==> src/rtl/t10_lcd_pkg.sv <==
// Shared types and geometry for the 16x2 LCD text buffer.
package t10_lcd_pkg;

    localparam int LCD_COLS  = 16;
    localparam int LCD_ROWS  = 2;
    localparam int LCD_CHARS = 32;
    localparam int CHAR_W    = 8;

    typedef enum logic [1:0] {
        OP_WRITE  = 2'b00,
        OP_SETPOS = 2'b01,
        OP_CLEAR  = 2'b10,
        OP_COMMIT = 2'b11
    } op_e;

    typedef enum logic [1:0] {
        ST_IDLE   = 2'b00,
        ST_CLEAR  = 2'b01,
        ST_COMMIT = 2'b10
    } state_e;

endpackage

==> src/rtl/lcd_text_buffer.sv <==
// Character-level shadow buffer feeding a 16x2 LCD controller.
// Commands (WRITE / SETPOS / CLEAR / COMMIT) arrive over a valid/ready port
// and edit a 32-byte shadow; COMMIT copies the whole shadow to row_1/row_2
// in one edge and pulses strobe, so the display never sees a partial frame.
//
// Handshake: a command transfers on a posedge where cmd_valid && cmd_ready.
// cmd_ready depends only on the FSM state (high in IDLE), never on cmd_valid;
// the source must hold cmd_valid/cmd_op/cmd_data stable until the transfer.
//
// Optional build macro LCD_TEXT_AUTO_COMMIT_EN: when defined, the end of a
// CLEAR and a stored WRITE at position 31 both perform a commit themselves.
module lcd_text_buffer
    import t10_lcd_pkg::*;
#(
    parameter logic [7:0] FILL_CHAR    = 8'h20,
    parameter logic [7:0] NEWLINE_CHAR = 8'h0A
) (
    input  logic         clk,
    input  logic         rst,
    input  logic         cmd_valid,
    output logic         cmd_ready,
    input  logic [1:0]   cmd_op,
    input  logic [7:0]   cmd_data,
    output logic [4:0]   cursor,
    output logic         busy,
    output logic [127:0] row_1,
    output logic [127:0] row_2,
    output logic         strobe
);

    state_e            state_q, state_d;
    logic [4:0]        cursor_q, cursor_d;
    logic [4:0]        idx_q, idx_d;
    logic [CHAR_W-1:0] shadow_q [LCD_CHARS];
    logic [CHAR_W-1:0] shadow_d [LCD_CHARS];
    logic [127:0]      row_1_q, row_1_d;
    logic [127:0]      row_2_q, row_2_d;
    logic              strobe_q, strobe_d;
    logic              do_commit;
    op_e               op;

    assign op = op_e'(cmd_op);

    // Next-state, cursor and shadow edits; commit decision feeds the row copy.
    always_comb begin
        state_d   = state_q;
        cursor_d  = cursor_q;
        idx_d     = idx_q;
        shadow_d  = shadow_q;
        strobe_d  = 1'b0;
        do_commit = 1'b0;
        case (state_q)
            ST_IDLE: begin
                if (cmd_valid) begin
                    case (op)
                        OP_WRITE: begin
                            if (cmd_data == NEWLINE_CHAR) begin
                                // Line break: jump to column 0 of the other row.
                                cursor_d = {~cursor_q[4], 4'h0};
                            end else begin
                                shadow_d[cursor_q] = cmd_data;
                                cursor_d           = cursor_q + 5'd1;
`ifdef LCD_TEXT_AUTO_COMMIT_EN
                                if (cursor_q == 5'd31) begin
                                    do_commit = 1'b1;
                                end
`endif
                            end
                        end
                        OP_SETPOS: cursor_d = cmd_data[4:0];
                        OP_CLEAR: begin
                            idx_d   = 5'd0;
                            state_d = ST_CLEAR;
                        end
                        OP_COMMIT: do_commit = 1'b1;
                        default: ;
                    endcase
                end
            end
            ST_CLEAR: begin
                shadow_d[idx_q] = FILL_CHAR;
                idx_d           = idx_q + 5'd1;
                if (idx_q == 5'd31) begin
                    cursor_d = 5'd0;
`ifdef LCD_TEXT_AUTO_COMMIT_EN
                    do_commit = 1'b1;
`else
                    state_d = ST_IDLE;
`endif
                end
            end
            ST_COMMIT: state_d = ST_IDLE;
            default:   state_d = ST_IDLE;
        endcase
        if (do_commit) begin
            state_d  = ST_COMMIT;
            strobe_d = 1'b1;
        end
    end

    // Row copy packs from the post-edit shadow so a same-edge write is included.
    always_comb begin
        row_1_d = row_1_q;
        row_2_d = row_2_q;
        if (do_commit) begin
            for (int c = 0; c < LCD_COLS; c++) begin
                row_1_d[127-8*c -: 8] = shadow_d[c];
                row_2_d[127-8*c -: 8] = shadow_d[LCD_COLS+c];
            end
        end
    end

    // State registers with synchronous active-low reset.
    always_ff @(posedge clk) begin
        if (!rst) begin
            state_q  <= ST_IDLE;
            cursor_q <= 5'd0;
            idx_q    <= 5'd0;
            for (int i = 0; i < LCD_CHARS; i++) begin
                shadow_q[i] <= FILL_CHAR;
            end
            row_1_q  <= {LCD_COLS{FILL_CHAR}};
            row_2_q  <= {LCD_COLS{FILL_CHAR}};
            strobe_q <= 1'b0;
        end else begin
            state_q  <= state_d;
            cursor_q <= cursor_d;
            idx_q    <= idx_d;
            shadow_q <= shadow_d;
            row_1_q  <= row_1_d;
            row_2_q  <= row_2_d;
            strobe_q <= strobe_d;
        end
    end

    assign cmd_ready = (state_q == ST_IDLE);
    assign busy      = (state_q != ST_IDLE);
    assign cursor    = cursor_q;
    assign row_1     = row_1_q;
    assign row_2     = row_2_q;
    assign strobe    = strobe_q;

endmodule
==> config.mk <==
export PLATFORM = sky130hd
export DESIGN_NAME = lcd_text_buffer
export DESIGN_NICKNAME = d
export VERILOG_FILES = /design/src/rtl/t10_lcd_pkg.sv /design/src/rtl/lcd_text_buffer.sv
export SDC_FILE = /design/constraint.sdc
export NUM_CORES = 1
export LEC_CHECK = 0
export ABC_AREA = 1
export BUFFER_PORTS_ARGS = -buffer_cell sky130_fd_sc_hd__buf_2
export CAP_MARGIN = 40
export CORE_MARGIN = 2
export CORE_UTILIZATION = 35
export CTS_CLUSTER_SIZE = 25
export DETAILED_ROUTE_END_ITERATION = 10
export RECOVER_POWER = 100
export SYNTH_ARGS = -nofsm -noshare
export SYNTH_HDL_FRONTEND = slang
export SYNTH_SLANG_ARGS = --single-unit
==> constraint.sdc <==
create_clock -name clk -period 2.4 [get_ports clk]
set_clock_uncertainty 0.05 [all_clocks]
set_input_delay 0.12 -clock clk [delete_from_list [all_inputs] [get_ports clk]]
set_output_delay 0.12 -clock clk [all_outputs]
set_load 0.02 [all_outputs]
==> results of run 1 <==
## repair_timing
item                                    CTS  global route
endpoints found under the setup margin    0            26
hold buffers                              9             0
gates resized for setup                   0             7
endpoints found under the hold margin    21             0
## through the flow
step,setup TNS [ns],util [%]
floorplan,0,-
global placement,0,39.3
detailed placement,0,39.3
CTS,0,42.9
global route,-0.0757,42.3
finish,0,42.3
## critical path, stage by stage, from the launching register on
cell	delay, ns
dfxtp_1	0.40
nor2_4	0.21
inv_4	0.12
nor2_2	0.33
nand3_1	0.46
inv_2	0.28
nand2_1	0.09
nand2_1	0.10
nand2_1	0.05
nand2_1	0.06
## Yosys cell counts
| cell | number | share of area (%) |
|---|---|---|
| buf_1 | 19 | 0.36 |
| nor3_1 | 1 | 0.025 |
| a22oi_1 | 2 | 0.075 |
| nand2_1 | 1290 | 24 |
| nor3_4 | 1 | 0.081 |
| xor2_1 | 1 | 0.044 |
| clkinv_1 | 1 | 0.019 |
| nand4_1 | 35 | 1.1 |
| nand3b_1 | 1 | 0.037 |
| buf_4 | 22 | 0.82 |
| nor2_1 | 23 | 0.43 |
| nand3_1 | 353 | 8.8 |
| o21ai_0 | 7 | 0.17 |
| nor3b_1 | 1 | 0.037 |
| a21boi_0 | 1 | 0.037 |
| inv_2 | 30 | 0.56 |
| dfxtp_1 | 525 | 52 |
| buf_2 | 13 | 0.32 |
| ha_1 | 9 | 0.56 |
| nand3_2 | 19 | 0.95 |
| nor2_2 | 11 | 0.34 |
| nor2_4 | 3 | 0.17 |
| clkbuf_1 | 78 | 1.5 |
| or2_2 | 1 | 0.031 |
| inv_4 | 1 | 0.031 |
| inv_1 | 69 | 1.3 |
| a21oi_1 | 231 | 5.8 |
## cell type report
cell class | instances | area share [%]
diodes | 2 | 0.0209
clock buffers | 83 | 6.87
clock inverters | 20 | 1.06
inverters | 101 | 1.61
multi-input cells | 1990 | 36.1
flip-flops and latches | 525 | 43.9
well taps | 756 | 3.95
repair buffers | 325 | 6.47
## registers in the layout, indices dropped and copies added (netlist names)
register	cells
state_q	2
row_1	128
shadow_q	256
row_2	128
idx_q	5
cursor	5
strobe	1
## cell families after synthesis
family / share of synthesized area, %
AND/OR/NAND/NOR: 36.1
adder cells (fa/ha/maj): 0.561
AO/OA/AOI/OAI: 6.05
flip-flops: 52.4
buffers and inverters: 4.86
XOR/XNOR: 0.0436
## layout by cell type, fill, tap and decap left out, types with 14 or more instances in the layout
cell       instances
clkbuf_1         276
nand2_1         1289
buf_4             31
nor2_1            23
nand4_1           35
clkbuf_16         57
nand3_2           25
buf_2             14
a21oi_1          231
inv_2             29
dfxtp_1          525
nand3_1          347
inv_1             69
## report_power, final
part / switching (mW) / internal [mW] / total (mW) / leakage, nW
sequential: 0.0396 / 8.76 / 8.80 / 4.23
clock: 3.65 / 5.28 / 8.93 / 0.930
combinational: 0.564 / 0.143 / 0.708 / 6.27
total: 4.25 / 14.2 / 18.4 / 11.4
## metal layers
metal	routed length [um]	track usage [%]	part of all wire, %
met5	13	0	0.021
met4	1260	5.74	2.0
met3	3530	3.62	5.7
met2	28400	33.1	46
met1	29100	27.9	47
## worst paths after layout
check               endpoint  slack, ns        start  depth (start not counted)
hold reg to reg   row_2[114]       0.40   row_2[114]                          2
setup reg to reg   row_1[62]       0.18   state_q[0]                          9
hold / removal     cursor[4]       0.15  cmd_data[6]                          9
setup / recovery   row_1[62]       0.18   state_q[0]                          9
==> flow_summary.yaml, run 1 <==
status:
  status: "complete, but fails checks"
  failed_checks: "max-capacitance violations, max-slew violations"
route:
  drt-initial-drc-count: 1121
  drc: 0
  drtAntennaViolNets: 0
  wl_per_cell_um: 16.4
  avgViaCountPerCell: 4.81
  dr.pass1.iters: 6
  vias: 18279
  wirelength_mm: 62.3
global_routing:
  grt_max_degree: 93
  antenna_found_initial: 3
  grt_pass1_vias: 16563
  grt.total_usage_pct: 20.4
  overflow: 0
  grt_pass1_wl_mm: 96.2
clock_network:
  cts.path.max_buffers: 3
  root_buffer: "clkbuf_16"
  cts_sinks: 525
  postCtsSetupRepairBufs: 0
  h-tree-depth: 2
  cts_buffers: 56
  clkTransAtPathRegs_ns: 0.06
  cts_tree: "built"
  clock_latency_ns: 0.61
final_layout:
  multi_input_area_sq_um: 8630
  design_area_sq_um: 23900
  fin_cells: 3802
  regArea_sq_um: 10500
  area_delta_synth_final_pct: 19.2
  final_nets: 3021
  num-fill-cells: 5992
  final_layout_size_suffix_gt1_share_pct: 7.10
sta:
  finalCriticalPeriod_ns: 2.22
  tightestPinTransition_ns: 1.62
  post-route-period-util_pct: 92.7
  max_freq_mhz: 450
  drv_slew: 75
  fin_ws_ns: 0.176
  holdWs_ns: 0.152
  setup_viol_count_final: 0
  finalHoldViolCount: 0
  relSlewSlack_pct: -8.33
  rsz0062_at_grt: "true"
critical_path:
  critPathCaptureType: "register"
  path_max_fanout: 10
  critical_path_arrival_ns: 2.72
  required_ns: 2.90
  critPathLaunchType: "register"
  crit_type: "register to register"
synthesis:
  yosysSeqAreaShare_pct: 52.4
  syn_area_sq_um: 20100
  synth.ff_latch_count: 525
  syn_inst: 2748
  syn_nets: 2770
  yosysWarnings: 0
  avgSynthCellArea_sq_um: 7.30
  yosysUniqueCellTypes: 27
floorplanning:
  io_pins: 277
  floorplan.die_area_sq_um: 59300
  start_util_pct: 35.5
  fp.coreArea_sq_um: 56500
  die_h_um: 243
  die-width_um: 243
  rows: 87
place:
  portBuffers: 276
  gp_congestion: 0.815
  dp.cells: 3688
  dpl_cell_area_sq_um: 22200
  dp_hpwl_mm: 39.8
  place_ws_ns: 0.174
pwr:
  power_leakage_nw: 11.4
  ir_worst_vdd_mv: 0.518
  finalPower_mw: 18.4
  p_per_area_nw_per_um2: 770
flow_run:
  drv_cap: 1
hold_path:
  holdCritPathClass: "input pin to register"
(Power assumes the default switching activity.)
==> run 2: changes to the inputs <==
--- a/config.mk
+++ b/config.mk
@@ -9,7 +9,7 @@
 export BUFFER_PORTS_ARGS = -buffer_cell sky130_fd_sc_hd__buf_2
 export CAP_MARGIN = 40
 export CORE_MARGIN = 2
-export CORE_UTILIZATION = 35
+export CORE_UTILIZATION = 45
 export CTS_CLUSTER_SIZE = 25
 export DETAILED_ROUTE_END_ITERATION = 10
 export RECOVER_POWER = 100
==> flow_summary.yaml, run 2 (synthesis gave the netlist of run 1 again) <==
global_routing:
  grt.total_usage_pct: 25.0
  overflow: 0
  grt_max_degree: 116
  antenna_found_initial: 3
  grt_pass1_vias: 17418
  grt_pass1_wl_mm: 93.5
critical_path:
  crit_type: "register to register"
  path_max_fanout: 8
  regToRegSetupSlack_ns: 0.09
  critPathCaptureType: "register"
  slowest_delay_ns: 0.56
  critical_path_arrival_ns: 2.80
  path_cells: "inv_1, nor2_1, inv_1, or2_2, nand3b_1, nand2_1, a21oi_1, dlygate4sd3_1"
  cpMostUsedCell: "inv_1"
  critPathLaunchType: "register"
  cp_slowest_cell: "dlygate4sd3_1"
  required_ns: 2.89
hold_path:
  holdCritPathClass: "input pin to register"
route:
  drtAntennaViolNets: 0
  wirelength_mm: 58.9
  avgViaCountPerCell: 5.15
  vias: 18678
  drt-initial-drc-count: 1235
  dr.pass1.iters: 6
  drc: 0
  wl_per_cell_um: 16.2
final_layout:
  area_delta_synth_final_pct: 17.8
  design_area_sq_um: 23600
  regMostFlops: "shadow_q"
  final_nets: 3016
  fin_util_pct: 53.6
  final_common_cell: "nand2_1"
  final_layout_size_suffix_gt1_share_pct: 6.98
  most-common-layout-cells: "1289 x nand2_1, 525 x dfxtp_1, 353 x nand3_1, 264 x clkbuf_1, 231 x a21oi_1"
  largest_register_ffs: 256
floorplanning:
  start_util_pct: 45.5
  die-width_um: 215
  io_pins: 277
  rows: 77
  die_h_um: 215
  fp.coreArea_sq_um: 44100
  floorplan.die_area_sq_um: 46300
sta:
  relSlewSlack_pct: 42.4
  post-route-period-util_pct: 96.4
  finalHoldViolCount: 0
  setup_viol_count_final: 0
  tightestPinTransition_ns: 0.864
  holdWs_ns: 0.123
  finalCriticalPeriod_ns: 2.31
  max_freq_mhz: 432
  drv_slew: 0
clock_network:
  cts_buffers: 54
  cts_sinks: 525
  cts.path.max_buffers: 3
  h-tree-depth: 2
  root_buffer: "clkbuf_16"
  clkTransAtPathRegs_ns: 0.06
  clock_latency_ns: 0.60
  cts_tree: "built"
place:
  gp_congestion: 0.850
  dp_hpwl_mm: 37.9
  dpl_cell_area_sq_um: 22000
  portBuffers: 276
status:
  status: "complete, no violations"
pwr:
  p_per_area_nw_per_um2: 768
  power_leakage_nw: 11.4
  ir_worst_vdd_mv: 0.510
flow_run:
  drv_cap: 0
-- run 2: changes by cell type in the layout (fill, tap and decap cells not counted), sizes merged, moves of 2 or more --
cell | previous run | this run
clkinv | 11 | 14
clkinvlp | 3 | 1
clkbuf | 346 | 337
dlygate4sd3 | 9 | 11
inv | 102 | 100
-- run 2: critical path, delay by kind of cell, from the launching register on --
family,cells,cell delay [ns]
simple gates,4,0.82
flops,1,0.49
buf+inv,3,0.75
compound gates,1,0.16
-- run 2: power by group --
part / leakage (nW) / switching [mW] / internal (mW)
clock: 0.933 / 3.45 / 5.22
sequential: 4.23 / 0.0362 / 8.76
combinational: 6.27 / 0.547 / 0.148
-- run 2: stage by stage --
| stage | TNS (ns) | power, mW | worst slack, ns | std cells |
|---|---|---|---|---|
| after CTS | 0 | 18.4 | 0.144 | 3626 |
| after detailed placement | 0 | 9.67 | 0.236 | 3517 |
| after global placement | 0 | 9.66 | 0.232 | 3517 |
| after floorplan | 0 | 9.40 | 0.351 | 2748 |
| final | 0 | 18.2 | 0.0864 | 3629 |
| after global routing | -0.0545 | 18.8 | -0.0290 | 3629 |
-- run 2: final cells by class --
type	count	area, sq um
Clock inverter	18	193
Antenna cell	1	2.50
Sequential cell	525	10500
Inverter	101	387
Fill cell	4471	20500
Clock buffer	80	1670
Tap cell	592	741
Timing Repair Buffer	322	1550
Multi-Input combinational cell	1990	8600
-- run 2: path summary, 6_finish.rpt --
kind	from	end	depth (start not counted)
setup / recovery	state_q[0]	cursor[1]	8
hold / removal	cmd_data[6]	cursor[4]	9
setup reg to reg	state_q[0]	cursor[1]	8
hold reg to reg	row_1[9]	row_1[9]	2
-- run 2: what timing repair did --
item	CTS	global route
hold buffers	11	0
hold endpoints to repair	10	0
buffers inserted	0	2
setup endpoints to repair	0	1
gates resized for setup	0	0
-- run 2: layer usage --
layer / vias to the layer above / GRT usage [%] / routed length [um]
met3: 91 / 4.88 / 3780
met1: 8750 / 33.3 / 26400
met2: 482 / 41.5 / 27300
li1: 9351 / - / -
met4: 4 / 6.55 / 1300
met5: - / 0 / 27
==> run 3: changes to the inputs <==
--- a/config.mk
+++ b/config.mk
@@ -5,13 +5,14 @@
 export SDC_FILE = /design/constraint.sdc
 export NUM_CORES = 1
 export LEC_CHECK = 0
-export ABC_AREA = 1
 export BUFFER_PORTS_ARGS = -buffer_cell sky130_fd_sc_hd__buf_2
 export CAP_MARGIN = 40
+export CORE_ASPECT_RATIO = 1.1
 export CORE_MARGIN = 2
 export CORE_UTILIZATION = 45
 export CTS_CLUSTER_SIZE = 25
 export DETAILED_ROUTE_END_ITERATION = 10
+export PLACE_DENSITY = 0.66
 export RECOVER_POWER = 100
 export SYNTH_ARGS = -nofsm -noshare
 export SYNTH_HDL_FRONTEND = slang
==> flow_summary.yaml, run 3 <==
clock_network:
  clock_latency_ns: 0.58
  h-tree-depth: 2
  cts_sinks: 525
  cts_buffers: 50
  cts_tree: "built"
  root_buffer: "clkbuf_16"
  postCtsSetupRepairBufs: 0
  cts.path.max_buffers: 3
  clkTransAtPathRegs_ns: 0.06
global_routing:
  antenna_found_initial: 2
  grt_pass1_wl_mm: 78.1
  grt.total_usage_pct: 23.7
  grt_max_degree: 122
  overflow: 0
  grt_pass1_vias: 13238
hold_path:
  min_path_cells: 4
  holdPathEnd: "strobe"
  min-delay-start: "cmd_op[1]"
  holdCritPathClass: "input pin to register"
place:
  dp_hpwl_mm: 33.8
  dpl_cell_area_sq_um: 20300
  gp_congestion: 0.847
  portBuffers: 276
pwr:
  seq_power_share_pct: 48.3
  power.internal_mw: 14.2
  comb_power_share_pct: 3.6
  p_sw_share_pct: 21.4
  p_sw_mw: 3.86
  power_leakage_nw: 8.20
  clock_power_share_pct: 48.0
  ir_worst_vdd_mv: 0.554
  p_per_area_nw_per_um2: 831
route:
  vias: 14050
  avgViaCountPerCell: 5.66
  wl_per_cell_um: 20.6
  drtAntennaViolNets: 0
  wirelength_mm: 51.2
  drc: 0
  drt-initial-drc-count: 953
  dr.pass1.iters: 5
synthesis:
  yosysTopAreaCellShare_pct: 57.8
  async_flop_share_pct: 0
  synth.area.top_cells: "dfxtp_1 58%, a22o_1 11%, nor2_1 4.4%, a31o_1 4.3%, o2111ai_4 2.7%"
  yosysTopAreaCell: "dfxtp_1"
  syn_area_sq_um: 18200
  ys.flop_type: "dfxtp_1"
  synth.ff_latch_count: 525
  yosysSeqAreaShare_pct: 57.8
  synth_edf_count: 0
  yosysWarnings: 0
  avgSynthCellArea_sq_um: 10.9
  syn_inst: 1671
  yosysUniqueCellTypes: 49
  synthMostInstantiatedCell: "dfxtp_1"
  syn_nets: 1693
  synth_common_cells: "525 x dfxtp_1, 225 x a22o_1, 215 x nor2_1"
final_layout:
  area_delta_synth_final_pct: 19.5
  final_nets: 1949
  design_area_sq_um: 21700
  regMostFlops: "shadow_q"
  most-common-layout-cells: "525 x dfxtp_1, 276 x clkbuf_1, 225 x a22o_1, 213 x nor2_1, 92 x nand3_1"
  final_layout_size_suffix_gt1_share_pct: 12.8
  final_common_cell: "dfxtp_1"
  largest_register_ffs: 256
critical_path:
  path_max_fanout: 21
  required_ns: 2.82
  critical_path_arrival_ns: 2.64
  critPathCaptureType: "register"
  r2r_cells: 6
  slowest_delay_ns: 0.68
  regToRegSetupSlack_ns: 0.23
  r2r-end: "shadow_q[224]"
  path_cells: "dlygate4sd3_1, clkbuf_1, or4_4, buf_12, o2111ai_2, nor2_1, a31o_2"
  critPathBufInv: 3
  critPathLaunchType: "input pin"
  cp_slowest_cell: "or4_4"
  cpLargestDelayFamily: "buffers and inverters"
  crit_type: "input pin to register"
  r2r-start: "cursor[0]"
sta:
  tns_ns: 0
  tightestPinTransition_ns: 0.762
  relSlewSlack_pct: 49.2
  rsz0062_at_grt: "false"
  finalCriticalPeriod_ns: 2.22
  post-route-period-util_pct: 92.3
  drv_slew: 0
  max_freq_mhz: 451
  setup_viol_count_final: 0
  finalHoldViolCount: 0
floorplanning:
  fp.coreArea_sq_um: 40100
  floorplan.die_area_sq_um: 42100
  start_util_pct: 45.4
  die-width_um: 196
  rows: 77
  io_pins: 277
  die_h_um: 215
flow_run:
  drv_cap: 0
status:
  status: "complete, no violations"
==> run 3: power groups by stage <==
stage	Clock, mW	Combinational (mW)	Sequential, mW
global placement	0	0.651	8.93
floorplan	0	0.361	8.94
global route	9.19	0.700	8.74
detailed placement	0	0.669	8.94
CTS	8.82	0.680	8.74
finish	8.68	0.659	8.74
==> run 3: worst max-delay path by stage <==
stage	slack, ns	start	end	cells after the start
2_1_floorplan	0.26	cursor[3]	shadow_q[160]	5
3_3_place_gp	0.20	cursor[0]	shadow_q[45]	8
3_5_place_dp	0.16	cursor[0]	shadow_q[45]	8
4_1_cts	0.13	cursor[0]	shadow_q[45]	8
5_1_grt	0.06	state_q[1]	row_2[75]	6
6_report	0.18	cmd_data[4]	shadow_q[233]	7
==> run 3: cells by family after synthesis <==
| kind of cell | share of synthesized area, % |
|---|---|
| muxes | 0.289 |
| and+or+nand+nor | 8.74 |
| xor gates and xnor gates | 0.0481 |
| AOI/OAI and AO/OA | 27.6 |
| adders and majority gates | 0.619 |
| buffers and inverters | 4.93 |
| DFF | 57.8 |
==> run 3: stage by stage <==
stage / util (%) / power [mW] / instances / setup WS (ns) / hold slack (ns)
2_1_floorplan: - / 9.30 / 1671 / 0.256 / 0.210
3_3_place_gp: 50.6 / 9.59 / 2379 / 0.200 / 0.366
3_5_place_dp: 50.7 / 9.60 / 2381 / 0.162 / 0.360
4_1_cts: 55.5 / 18.2 / 2480 / 0.134 / 0.0279
5_1_grt: 54.3 / 18.6 / 2482 / 0.0617 / 0.0338
6_report: 54.3 / 18.1 / 2482 / 0.184 / 0.0304
==> run 3: layer usage <==
metal | vias up | global-route usage, % | routed length [um]
met1 | 6874 | 32.4 | 23500
li1 | 6667 | - | -
met2 | 419 | 38.3 | 23700
met3 | 90 | 4.14 | 2530
met4 | 0 | 7.37 | 1500
met5 | - | 0 | 0
==> run 3: what timing repair did <==
| action | 4_1_cts | 5_1_grt |
|---|---|---|
| hold endpoints to repair | 16 | 0 |
| resized for setup | 0 | 1 |
| hold buffers | 7 | 0 |
| endpoints found under the setup margin | 0 | 1 |
==> run 3: area by class of cell <==
class,count,area [sq um]
diodes,2,5.00
fillers,3561,18300
clock buffers,74,1550
repair buffers,343,1810
flip-flops and latches,525,10500
clock inverters,18,312
inverters,41,154
well taps,513,642
multi-input cells,966,6770
==> run 3: worst reg2reg max path, delay by kind of cell, from the launching register on <==
family	cells	cell delay (ns)
buffers and inverters	2	0.50
and+or+nand+nor	1	0.40
adders and majority gates	1	0.27
DFF	1	0.41
AOI/OAI and AO/OA	2	0.43
